## config.mk

```make
export PLATFORM = sky130hd
export DESIGN_NAME = pc_fetch_unit_flat
export DESIGN_NICKNAME = d
export VERILOG_FILES = /design/src/rtl/cpu_pkg.sv /design/src/rtl/pc_fetch_unit_if.sv /design/src/rtl/pc_next_calc.sv /design/src/rtl/pc_fetch_unit.sv /design/src/flat_wrapper.sv
export SDC_FILE = /design/constraint.sdc
export NUM_CORES = 1
export LEC_CHECK = 0
export ABC_AREA = 1
export BUFFER_PORTS_ARGS = -buffer_cell sky130_fd_sc_hd__buf_4
export CAP_MARGIN = 10
export CELL_PAD_IN_SITES_DETAIL_PLACEMENT = 1
export CELL_PAD_IN_SITES_GLOBAL_PLACEMENT = 2
export CORE_MARGIN = 5
export CORE_UTILIZATION = 32
export CTS_CLUSTER_DIAMETER = 100
export DETAILED_ROUTE_END_ITERATION = 7
export GPL_ROUTABILITY_DRIVEN = 0
export PLACE_DENSITY_LB_ADDON = 0.1
export SETUP_SLACK_MARGIN = 0.02
export SYNTH_ARGS = -nofsm -noshare
export SYNTH_HDL_FRONTEND = slang
export SYNTH_HIERARCHICAL = 1
export SYNTH_SLANG_ARGS = --single-unit
```

## constraint.sdc

```tcl
create_clock -name clk -period 3.85 [get_ports clk]
set_input_delay 0.77 -clock clk [delete_from_list [all_inputs] [get_ports clk]]
set_output_delay 0.77 -clock clk [all_outputs]
set_load 0.005 [all_outputs]
```

## src/rtl/cpu_pkg.sv

```systemverilog
// Shared fetch-stage types and constants.
// State encoding and reset defaults for the PC / fetch unit.
package cpu_pkg;

    localparam int          CPU_INSTR_W  = 32;
    localparam logic [31:0] CPU_RESET_PC = 32'h0000_0000;

    typedef enum logic [1:0] {
        S_FETCH = 2'd0,
        S_WAIT  = 2'd1,
        S_HOLD  = 2'd2
    } fetchState_e;

endpackage

```

## src/rtl/pc_fetch_unit_if.sv

```systemverilog
// Fetch-stage bus bundle: instruction-memory port plus decode handshake.
// master = fetch unit side, slave = memory / decode side.
interface pc_fetch_unit_if
    import cpu_pkg::*;
#(
    parameter int ADDR_W  = 32,
    parameter int INSTR_W = CPU_INSTR_W
);

    logic               imemReq;
    logic [ADDR_W-1:0]  imemAddr;
    logic               imemGnt;
    logic               imemRvalid;
    logic [INSTR_W-1:0] imemRdata;

    logic               instrValid;
    logic [INSTR_W-1:0] instr;
    logic [ADDR_W-1:0]  instrPc;
    logic               instrReady;
    logic               branchMux;
    logic [ADDR_W-1:0]  branchOffset;

    modport master (
        output imemReq,
        output imemAddr,
        input  imemGnt,
        input  imemRvalid,
        input  imemRdata,
        output instrValid,
        output instr,
        output instrPc,
        input  instrReady,
        input  branchMux,
        input  branchOffset
    );

    modport slave (
        input  imemReq,
        input  imemAddr,
        output imemGnt,
        output imemRvalid,
        output imemRdata,
        input  instrValid,
        input  instr,
        input  instrPc,
        output instrReady,
        output branchMux,
        output branchOffset
    );

endinterface

```

## src/rtl/pc_next_calc.sv

```systemverilog
// Next-PC selection: sequential PC+4 or PC+4 plus word-scaled branch offset.
// Arithmetic wraps modulo 2^ADDR_W.
module pc_next_calc #(
    parameter int ADDR_W = 32
) (
    input  logic [ADDR_W-1:0] instrPc,
    input  logic              branchMux,
    input  logic [ADDR_W-1:0] branchOffset,
    output logic [ADDR_W-1:0] nextPc
);

    logic [ADDR_W-1:0] seqPc;
    logic [ADDR_W-1:0] brDelta;

    assign seqPc   = instrPc + ADDR_W'(4);
    assign brDelta = branchMux ? (branchOffset << 2) : '0;
    assign nextPc  = seqPc + brDelta;

endmodule

```

## src/rtl/pc_fetch_unit.sv

```systemverilog
// PC register, single-outstanding instruction fetch and decode handshake.
// Next PC is chosen from branchMux only when decode accepts the held word.
module pc_fetch_unit
    import cpu_pkg::*;
#(
    parameter int              ADDR_W   = 32,
    parameter logic [ADDR_W-1:0] RESET_PC = CPU_RESET_PC,
    parameter int              INSTR_W  = CPU_INSTR_W
) (
    input  logic            clk,
    input  logic            rst_n,
    input  logic            halt,
    pc_fetch_unit_if.master bus
);

    fetchState_e        state;
    fetchState_e        stateNext;
    logic [ADDR_W-1:0]  pc;
    logic [ADDR_W-1:0]  nextPc;
    logic [ADDR_W-1:0]  instrPcQ;
    logic [INSTR_W-1:0] instrQ;
    logic               reqOut;
    logic               validOut;
    logic               captureEn;
    logic               acceptEn;

    pc_next_calc #(
        .ADDR_W(ADDR_W)
    ) u_nextCalc (
        .instrPc      (instrPcQ),
        .branchMux    (bus.branchMux),
        .branchOffset (bus.branchOffset),
        .nextPc       (nextPc)
    );

    always_ff @(posedge clk or negedge rst_n) begin
        if (!rst_n) begin
            state <= S_FETCH;
        end else begin
            state <= stateNext;
        end
    end

    always_comb begin
        stateNext = state;
        reqOut    = 1'b0;
        validOut  = 1'b0;
        captureEn = 1'b0;
        acceptEn  = 1'b0;
        unique case (1'b1)
            (state == S_FETCH): begin
                reqOut = !halt;
                if (!halt && bus.imemGnt) begin
                    stateNext = S_WAIT;
                end
            end
            (state == S_WAIT): begin
                if (bus.imemRvalid) begin
                    captureEn = 1'b1;
                    stateNext = S_HOLD;
                end
            end
            (state == S_HOLD): begin
                validOut = 1'b1;
                if (bus.instrReady) begin
                    acceptEn  = 1'b1;
                    stateNext = S_FETCH;
                end
            end
            default: begin
                stateNext = S_FETCH;
            end
        endcase
    end

    always_ff @(posedge clk or negedge rst_n) begin
        if (!rst_n) begin
            pc <= RESET_PC;
        end else if (acceptEn) begin
            pc <= nextPc;
        end
    end

    always_ff @(posedge clk or negedge rst_n) begin
        if (!rst_n) begin
            instrQ   <= '0;
            instrPcQ <= '0;
        end else if (captureEn) begin
            instrQ   <= bus.imemRdata;
            instrPcQ <= pc;
        end
    end

    // State sits in S_FETCH during reset, so the request is masked by rst_n.
    assign bus.imemReq    = reqOut & rst_n;
    assign bus.imemAddr   = {pc[ADDR_W-1:2], 2'b00};
    assign bus.instrValid = validOut;
    assign bus.instr      = instrQ;
    assign bus.instrPc    = instrPcQ;

endmodule
```

## src/flat_wrapper.sv

```systemverilog
// flat-port wrapper written by rule: the top's interface ports become plain ports
module pc_fetch_unit_flat import cpu_pkg::*;
#(
    parameter int              ADDR_W   = 32,
    parameter logic [ADDR_W-1:0] RESET_PC = CPU_RESET_PC,
    parameter int              INSTR_W  = CPU_INSTR_W
)
  (clk, rst_n, halt, bus_imemReq, bus_imemAddr, bus_imemGnt, bus_imemRvalid, bus_imemRdata, bus_instrValid, bus_instr, bus_instrPc, bus_instrReady, bus_branchMux, bus_branchOffset);
  pc_fetch_unit_if #(.ADDR_W(ADDR_W), .INSTR_W(INSTR_W)) bus_i ();
  input  logic clk;
  input  logic rst_n;
  input  logic halt;
  output wire logic [$bits(bus_i.imemReq)-1:0] bus_imemReq;
  output wire logic [$bits(bus_i.imemAddr)-1:0] bus_imemAddr;
  input wire logic [$bits(bus_i.imemGnt)-1:0] bus_imemGnt;
  input wire logic [$bits(bus_i.imemRvalid)-1:0] bus_imemRvalid;
  input wire logic [$bits(bus_i.imemRdata)-1:0] bus_imemRdata;
  output wire logic [$bits(bus_i.instrValid)-1:0] bus_instrValid;
  output wire logic [$bits(bus_i.instr)-1:0] bus_instr;
  output wire logic [$bits(bus_i.instrPc)-1:0] bus_instrPc;
  input wire logic [$bits(bus_i.instrReady)-1:0] bus_instrReady;
  input wire logic [$bits(bus_i.branchMux)-1:0] bus_branchMux;
  input wire logic [$bits(bus_i.branchOffset)-1:0] bus_branchOffset;
  assign bus_imemReq = bus_i.imemReq;
  assign bus_imemAddr = bus_i.imemAddr;
  assign bus_i.imemGnt = bus_imemGnt;
  assign bus_i.imemRvalid = bus_imemRvalid;
  assign bus_i.imemRdata = bus_imemRdata;
  assign bus_instrValid = bus_i.instrValid;
  assign bus_instr = bus_i.instr;
  assign bus_instrPc = bus_i.instrPc;
  assign bus_i.instrReady = bus_instrReady;
  assign bus_i.branchMux = bus_branchMux;
  assign bus_i.branchOffset = bus_branchOffset;
  pc_fetch_unit #(.ADDR_W(ADDR_W), .RESET_PC(RESET_PC), .INSTR_W(INSTR_W)) u_core (.clk(clk), .rst_n(rst_n), .halt(halt), .bus(bus_i));
endmodule
```

==> impl_metrics.py, run 1 <==
metrics = {
    "run_status": {
        "outcome": "completed",
    },
    "global_routing": {
        "first_pass_grt_wire_length_mm": 38.9,
        "grt.overflow.total": 0,
        "largest_net_degree_at_the_start_of_global_routing": 66,
        "grt_use_total_pct": 18.9,
        "via_count_of_the_first_global_routing_pass": 6873,
        "initial_antenna_violation_count": 0,
    },
    "route": {
        "num_vias": 6696,
        "route.antenna.remaining_nets": 0,
        "route.final.wire_length_mm": 24.2,
        "remaining_drc_errors": 0,
        "routed_wire_length_per_instance_um": 17.3,
        "first_pass_iters": 4,
        "routed_via_density": 4.78,
        "drt_iter0_drc": 425,
    },
    "setup_path": {
        "criticalPathCategory": "primary input to flop",
        "path_max_fanout": 30,
        "timing.critical_path.from_type": "primary input",
        "cp_data_arrival_time_ns": 3.17,
        "crit_required_ns": 4.14,
        "critical_path.endpoint_type": "flop",
    },
    "power_and_ir_drop": {
        "ir_drop_mv": 0.205,
        "p_total_uw": 5330,
        "p_leak_uw": 0.00527,
        "cellPowerDensity_mw_per_mm2": 625,
    },
    "clock_network": {
        "cts_buffers": 9,
        "cts_max_level": 3,
        "cts_tree": "yes",
        "clk_pin_slew_worst_paths_ns": 0.08,
        "clk_root_buffer_cell": "sky130_fd_sc_hd__clkbuf_16",
        "hold_buffers": 0,
        "ctsResizeCount": 0,
        "cts_buffer_depth": 2,
        "postCtsSetupBuffers": 0,
        "cts_num_sinks": 98,
        "clock_latency_late_sink_ns": 0.35,
    },
    "synthesis": {
        "syn_area_sq_mm": 0.00709,
        "synth_seq_area_share_pct": 34.6,
        "syn_avg_cell_area_sq_um": 7.01,
        "ys_ff_latch": 98,
        "yosys.cell_types.count": 24,
        "ys_warn_count": 6,
        "post_synth_inst_count": 1012,
    },
    "cells_and_area": {
        "insertedDiodeCount": 0,
        "layout.cells.most_common_list": "sky130_fd_sc_hd__nand2_1, sky130_fd_sc_hd__buf_4, sky130_fd_sc_hd__inv_1",
        "instances_no_fill": 1401,
        "post-route-util_pct": 39.1,
        "most_common_library_cell_in_the_layout_ignoring_fill_and_taps": "sky130_fd_sc_hd__nand2_1",
        "drive_gt1_share_pct": 19.0,
        "postLayoutCellArea_sq_mm": 0.00853,
        "layout.nets": 1245,
        "syn_to_final_growth_pct": 20.3,
    },
    "timing": {
        "timing_hold_violations_final": 0,
        "clock.fmax_ghz": 0.347,
        "fin_tns_setup_ns": 0,
        "layout_min_cycle_time_ns": 2.88,
        "timing.final.max_slew_violations": 0,
        "worstMarginPinSlew_ns": 0.845,
        "finalCritPeriodShare_pct": 74.9,
        "fin_worst_skew_ns": 0.0148,
        "unrepaired_setup_endpoints_after_global_routing": "false",
        "timing.final.setup_violations": 0,
        "max-slew-margin-rel_pct": 43.7,
    },
    "place": {
        "portBuffers": 164,
        "hpwlAfterDp_mm": 18.6,
        "placed_cells_incl_taps": 1385,
        "placed_cell_area_sq_mm": 0.00823,
    },
    "floorplanning": {
        "placement_rows": 54,
        "core_area_sq_mm": 0.0218,
        "die-area_sq_mm": 0.0252,
        "floorplan.initialDensity_pct": 32.5,
        "floorplan.die.width_um": 159,
        "die-height_um": 159,
        "io_pins": 169,
    },
    "hold_path": {
        "hold_path.class": "primary input to asynchronous set/reset pin",
    },
    "job": {
        "max-cap-violations": 0,
    },
}
==> final timing paths <==
path	start	end	slack, ns	depth (start not counted)
max	bus_branchMux	u_core/pc[18]$_DFFE_PN0P_	0.97	14
min	rst_n	u_core/bus.instrPc[13]$_DFFE_PN0P_	0.37	1
max reg2reg	u_core/bus.instrPc[3]$_DFFE_PN0P_	u_core/pc[31]$_DFFE_PN0P_	1.38	13
min reg2reg	u_core/bus.instr[2]$_DFFE_PN0P_	u_core/bus.instr[2]$_DFFE_PN0P_	0.47	2
max in group asynchronous	rst_n	u_core/state[0]$_DFFE_PN0P_	2.20	2
min in group clk	u_core/bus.instr[2]$_DFFE_PN0P_	u_core/bus.instr[2]$_DFFE_PN0P_	0.47	2
==> state kept, by name, indices dropped and copies added (netlist names) <==
register / count
u_core/bus.instr: 32
u_core/bus.instrPc: 32
u_core/state: 2
u_core/pc: 32
==> layout make-up <==
cell class	count	area, sq um
Clock buffer	10	239
Inverter	129	484
Timing Repair Buffer	171	1280
Fill cell	2802	13300
Sequential cell	98	2450
Clock inverter	6	57.6
Multi-Input combinational cell	707	3660
Tap cell	280	350
==> per-layer routing <==
metal,vias up,GRT usage [%],routed length [um]
met4,0,3.10,128
met2,132,29.1,10700
met1,3184,28.8,12300
li1,3374,-,-
met3,6,2.51,1020
met5,-,0,0
==> worst max-delay path, stage by stage <==
cell and delay, ns:
sky130_fd_sc_hd__buf_4 0.32, sky130_fd_sc_hd__nand2_1 0.09, sky130_fd_sc_hd__inv_1 0.07, sky130_fd_sc_hd__ha_1 0.23, sky130_fd_sc_hd__ha_1 0.42, sky130_fd_sc_hd__nand2_2 0.11
sky130_fd_sc_hd__nor2_1 0.20, sky130_fd_sc_hd__nand2_1 0.09, sky130_fd_sc_hd__nand2_2 0.12, sky130_fd_sc_hd__nand3_1 0.08, sky130_fd_sc_hd__nand2_1 0.09, sky130_fd_sc_hd__xor2_1 0.32
sky130_fd_sc_hd__nand4_1 0.13, sky130_fd_sc_hd__nand2_1 0.10
==> cell usage after synthesis, drive strengths merged <==
master,instances,area share (%)
a21o,1,0.11
a21oi,16,1.1
buf,66,6.4
clkbuf,13,0.69
conb,1,0.053
dfrtp,98,35
fa,1,0.28
ha,57,10
inv,129,6.8
nand2,431,23
nand3,39,3.2
nand3b,1,0.11
nand4,100,8.8
nor2,40,2.4
o21ai,1,0.071
o21bai,1,0.11
xor2,17,2.1
==> kinds of logic after synthesis <==
logic type	share of synthesized area (%)
AO/OA/AOI/OAI	1.41
XOR/XNOR	2.10
adder cells (fa/ha/maj)	10.3
buffers and inverters	13.9
flip-flops	34.6
other	0.0529
AND/OR/NAND/NOR	37.6
==> power breakdown <==
group	total, uW	internal, uW	switching [uW]	leakage, uW
Clock	912	472	440	0.000147
Sequential	1890	1470	428	0.00126
Combinational	2530	1120	1410	0.00387
==> metrics by stage <==
step           setup slack, ns  hold WS, ns
3_5_place_dp             0.567        0.460
5_1_grt                  0.734        0.392
6_report                 0.967        0.373
4_1_cts                  0.942        0.376
2_1_floorplan             1.01        0.442
3_3_place_gp             0.610        0.455
(Power assumes the default switching activity.)
==> inputs of run 2 (changes only) <==
ABC_AREA = 0   (was 1)
CORE_UTILIZATION = 31   (was 32)
clock period = 2.3 ns   (was 3.85 ns; I/O delays follow)
==> run 2 against run 1 <==
The run now ends with negative setup slack left. Worst hold slack got worse by 0.15 ns. Worst setup slack got worse by 1.6 ns. Clock skew decreased by 0.00063 ns. Power increased by 130%. Clock-buffer cell count decreased by 1. Die area decreased by 6.3%. Highest routed layer unchanged. Sequential share of layout area decreased by 3.7 points.
==> impl_metrics.py, run 2 <==
metrics = {
    "setup_path": {
        "r2r_setup_slack_ns": -0.64,
        "path_max_fanout": 3,
        "timing.reg2reg.worst_path_depth": 13,
        "worst-path-buf-inv": 2,
        "timing.critical_path.from_type": "flop",
        "crit_required_ns": 2.54,
        "crit_path_top_delay_cell": "sky130_fd_sc_hd__dfrtp_1",
        "timing.critical_path.cells": "inv_2 -> ha_4 -> inv_2 -> ha_4 -> fa_2 -> a211oi_4 -> o21ai_2 -> o2111ai_4 -> o41ai_4 -> a2111oi_2 -> nor2_1 -> xnor2_1 -> mux2_2",
        "critical_path.endpoint_type": "flop",
        "timing.critical_path.slowest_cell_delay_ns": 0.40,
        "criticalPathCategory": "flop to flop",
        "worstReg2RegStart": "u_core/bus.instrPc[2]$_DFFE_PN0P_",
        "cp_data_arrival_time_ns": 3.18,
        "reg2reg_to": "u_core/pc[31]$_DFFE_PN0P_",
        "critPathTopFamily": "compound AO/OA/AOI/OAI gates",
    },
    "cells_and_area": {
        "fillers": 2196,
        "layout.nets": 916,
        "layout.cells.most_common_list": "sky130_fd_sc_hd__buf_4, sky130_fd_sc_hd__dfrtp_1, sky130_fd_sc_hd__mux2_4",
        "syn_to_final_growth_pct": 52.8,
        "most_common_library_cell_in_the_layout_ignoring_fill_and_taps": "sky130_fd_sc_hd__buf_4",
        "drive_gt1_share_pct": 67.3,
        "insertedDiodeCount": 0,
    },
    "timing": {
        "unrepaired_setup_endpoints_after_global_routing": "true",
        "fin_ws_ns": -0.642,
        "fin_worst_skew_ns": 0.0142,
        "clock.fmax_ghz": 0.340,
        "finalCritPeriodShare_pct": 128,
        "worst_hold_slack_ns": 0.227,
        "worstMarginPinSlew_ns": 0.577,
        "layout_min_cycle_time_ns": 2.94,
        "timing.final.max_slew_violations": 0,
        "timing_hold_violations_final": 0,
        "max-slew-margin-rel_pct": 61.5,
        "timing.final.setup_violations": 23,
    },
    "floorplanning": {
        "placement_rows": 52,
        "io_pins": 169,
        "core_area_sq_mm": 0.0203,
        "floorplan.die.width_um": 154,
        "die-height_um": 154,
        "die-area_sq_mm": 0.0236,
        "floorplan.initialDensity_pct": 31.6,
    },
    "run_status": {
        "outcome": "finished with violations",
        "failed_checks": "negative setup slack",
    },
    "clock_network": {
        "cts_buffers": 9,
        "clk_pin_slew_worst_paths_ns": 0.08,
        "cts_tree": "yes",
        "cts_max_level": 3,
        "clock_latency_late_sink_ns": 0.36,
        "cts_buffer_depth": 2,
        "clk_root_buffer_cell": "sky130_fd_sc_hd__clkbuf_16",
        "hold_buffers": 0,
        "cts_num_sinks": 98,
    },
    "power_and_ir_drop": {
        "p_total_uw": 12200,
        "cellPowerDensity_mw_per_mm2": 1250,
        "ir_drop_mv": 0.509,
        "p_leak_uw": 0.00483,
    },
    "global_routing": {
        "first_pass_grt_wire_length_mm": 31.2,
        "grt.overflow.total": 0,
        "grt_use_total_pct": 16.4,
        "initial_antenna_violation_count": 0,
        "via_count_of_the_first_global_routing_pass": 5749,
        "largest_net_degree_at_the_start_of_global_routing": 99,
    },
    "route": {
        "route.antenna.remaining_nets": 0,
        "routed_wire_length_per_instance_um": 18.2,
        "routed_via_density": 4.69,
        "first_pass_iters": 4,
        "drt_iter0_drc": 79,
        "remaining_drc_errors": 0,
        "num_vias": 4986,
        "route.final.wire_length_mm": 19.4,
    },
    "hold_path": {
        "hold_path.class": "primary input to asynchronous set/reset pin",
    },
    "synthesis": {
        "synth_simple_gate_area_share_pct": 9.30,
        "muxShareOfSynthArea_pct": 19.7,
        "synth_commonest_cells": "sky130_fd_sc_hd__dfrtp_1, sky130_fd_sc_hd__ha_1, sky130_fd_sc_hd__mux2_4",
        "synth_top_area_cell": "sky130_fd_sc_hd__dfrtp_1",
        "ys_async_sr_fraction_pct": 100,
        "synth_xor_area_share_pct": 3.69,
        "synth_seq_area_share_pct": 38.3,
        "yosys.area.top_type_share_pct": 38.3,
        "post-synth-top-count-cell": "sky130_fd_sc_hd__dfrtp_1",
        "post_synth_inst_count": 527,
        "synth.area.top_cells": "sky130_fd_sc_hd__dfrtp_1, sky130_fd_sc_hd__mux2_4, sky130_fd_sc_hd__ha_1",
        "synth_edf_count": 0,
        "ys_ff_latch": 98,
        "yosys.cell_types.count": 62,
        "synth_compound_area_share_pct": 9.28,
        "synth-main-ff-cell": "sky130_fd_sc_hd__dfrtp_1",
        "syn_area_sq_mm": 0.00641,
        "synth-adder-area-share_pct": 11.4,
        "synth_top_family_by_area": "multiplexers",
        "ys_warn_count": 6,
        "syn_avg_cell_area_sq_um": 12.2,
    },
    "place": {
        "portBuffers": 164,
        "dp_worst_setup_slack_ns": -1.08,
        "hpwlAfterDp_mm": 14.2,
    },
    "job": {
        "max-cap-violations": 0,
    },
}
run 2: cell count changes in the layout (fill, tap and decap cells not counted), moves of 31 or more:
cell / change
sky130_fd_sc_hd__nand2_1: -406
sky130_fd_sc_hd__inv_1: -121
sky130_fd_sc_hd__buf_4: +118
sky130_fd_sc_hd__nand4_1: -90
sky130_fd_sc_hd__mux2_4: +49
sky130_fd_sc_hd__mux2_2: +47
sky130_fd_sc_hd__ha_1: -38
sky130_fd_sc_hd__ha_4: +37
sky130_fd_sc_hd__nand3_1: -31
run 2: layout make-up:
type | count | area [sq um] | area share, %
Clock inverter | 7 | 76.3 | 0.780
Clock buffer | 9 | 225 | 2.30
Timing Repair Buffer | 307 | 2420 | 24.7
Sequential cell | 98 | 2450 | 25.0
Multi-Input combinational cell | 363 | 4250 | 43.4
Inverter | 8 | 30.0 | 0.307
Tap cell | 270 | 338 | 3.45
run 2: what timing repair did:
item                       CTS  global route
resized for setup           86            25
hold endpoints to repair     0             0
setup endpoints to repair   24            24
gates cloned                 1             0
setup buffers               11             8
pin swaps                   46            25
run 2: worst max path at each step:
stage / end / start / cells after the start / slack, ns
2_1_floorplan: u_core/pc[31]$_DFFE_PN0P_ / bus_branchMux / 13 / -0.83
3_3_place_gp: u_core/pc[31]$_DFFE_PN0P_ / bus_branchMux / 13 / -1.04
3_5_place_dp: u_core/pc[31]$_DFFE_PN0P_ / bus_branchMux / 13 / -1.08
4_1_cts: u_core/pc[31]$_DFFE_PN0P_ / u_core/bus.instrPc[3]$_DFFE_PN0P_ / 11 / -0.64
5_1_grt: u_core/pc[31]$_DFFE_PN0P_ / u_core/bus.instrPc[2]$_DFFE_PN0P_ / 13 / -0.77
6_report: u_core/pc[31]$_DFFE_PN0P_ / u_core/bus.instrPc[2]$_DFFE_PN0P_ / 13 / -0.64
run 2: cells by family (layout without fill, tap and decap cells):
group           after synthesis  count (layout)
flops                        98              98
buf+inv                      67             331
xor+xnor                     27              27
other cells                   1               2
simple gates                101             101
fa+ha+maj                    58              58
compound gates               79              79
mux                          96              96
run 2: layer usage:
metal / vias to the layer above / track usage, % / routed length (um)
met5: - / 0 / 0
met4: 0 / 5.38 / 364
met3: 20 / 4.27 / 1100
met2: 106 / 29.6 / 10200
met1: 2492 / 18.8 / 7670
li1: 2368 / - / -
run 2: per-stage QoR:
step	instances	utilization (%)	instance area, sq um	TNS, ns
final	1062	48.2	9790	-8.64
after global routing	1062	48.2	9790	-10.70
after CTS	1055	47.3	9600	-8.69
after detailed placement	1027	42.5	8620	-19.20
after global placement	1027	42.5	8620	-18.50
after floorplan	528	-	6640	-9.82
run 2: worst register-to-register path, stage by stage, from the launching register on:
cell,delay [ns]
sky130_fd_sc_hd__dfrtp_1,0.40
sky130_fd_sc_hd__inv_2,0.10
sky130_fd_sc_hd__ha_4,0.14
sky130_fd_sc_hd__inv_2,0.04
sky130_fd_sc_hd__ha_4,0.15
sky130_fd_sc_hd__fa_2,0.38
sky130_fd_sc_hd__a211oi_4,0.30
sky130_fd_sc_hd__o21ai_2,0.13
sky130_fd_sc_hd__o2111ai_4,0.28
sky130_fd_sc_hd__o41ai_4,0.11
sky130_fd_sc_hd__a2111oi_2,0.32
sky130_fd_sc_hd__nor2_1,0.09
sky130_fd_sc_hd__xnor2_1,0.14
sky130_fd_sc_hd__mux2_2,0.25
run 2: power breakdown:
| part | switching [uW] | total (uW) | internal, uW |
|---|---|---|---|
| logic | 3010 | 7500 | 4490 |
| registers | 635 | 3150 | 2520 |
| clock network | 788 | 1560 | 776 |
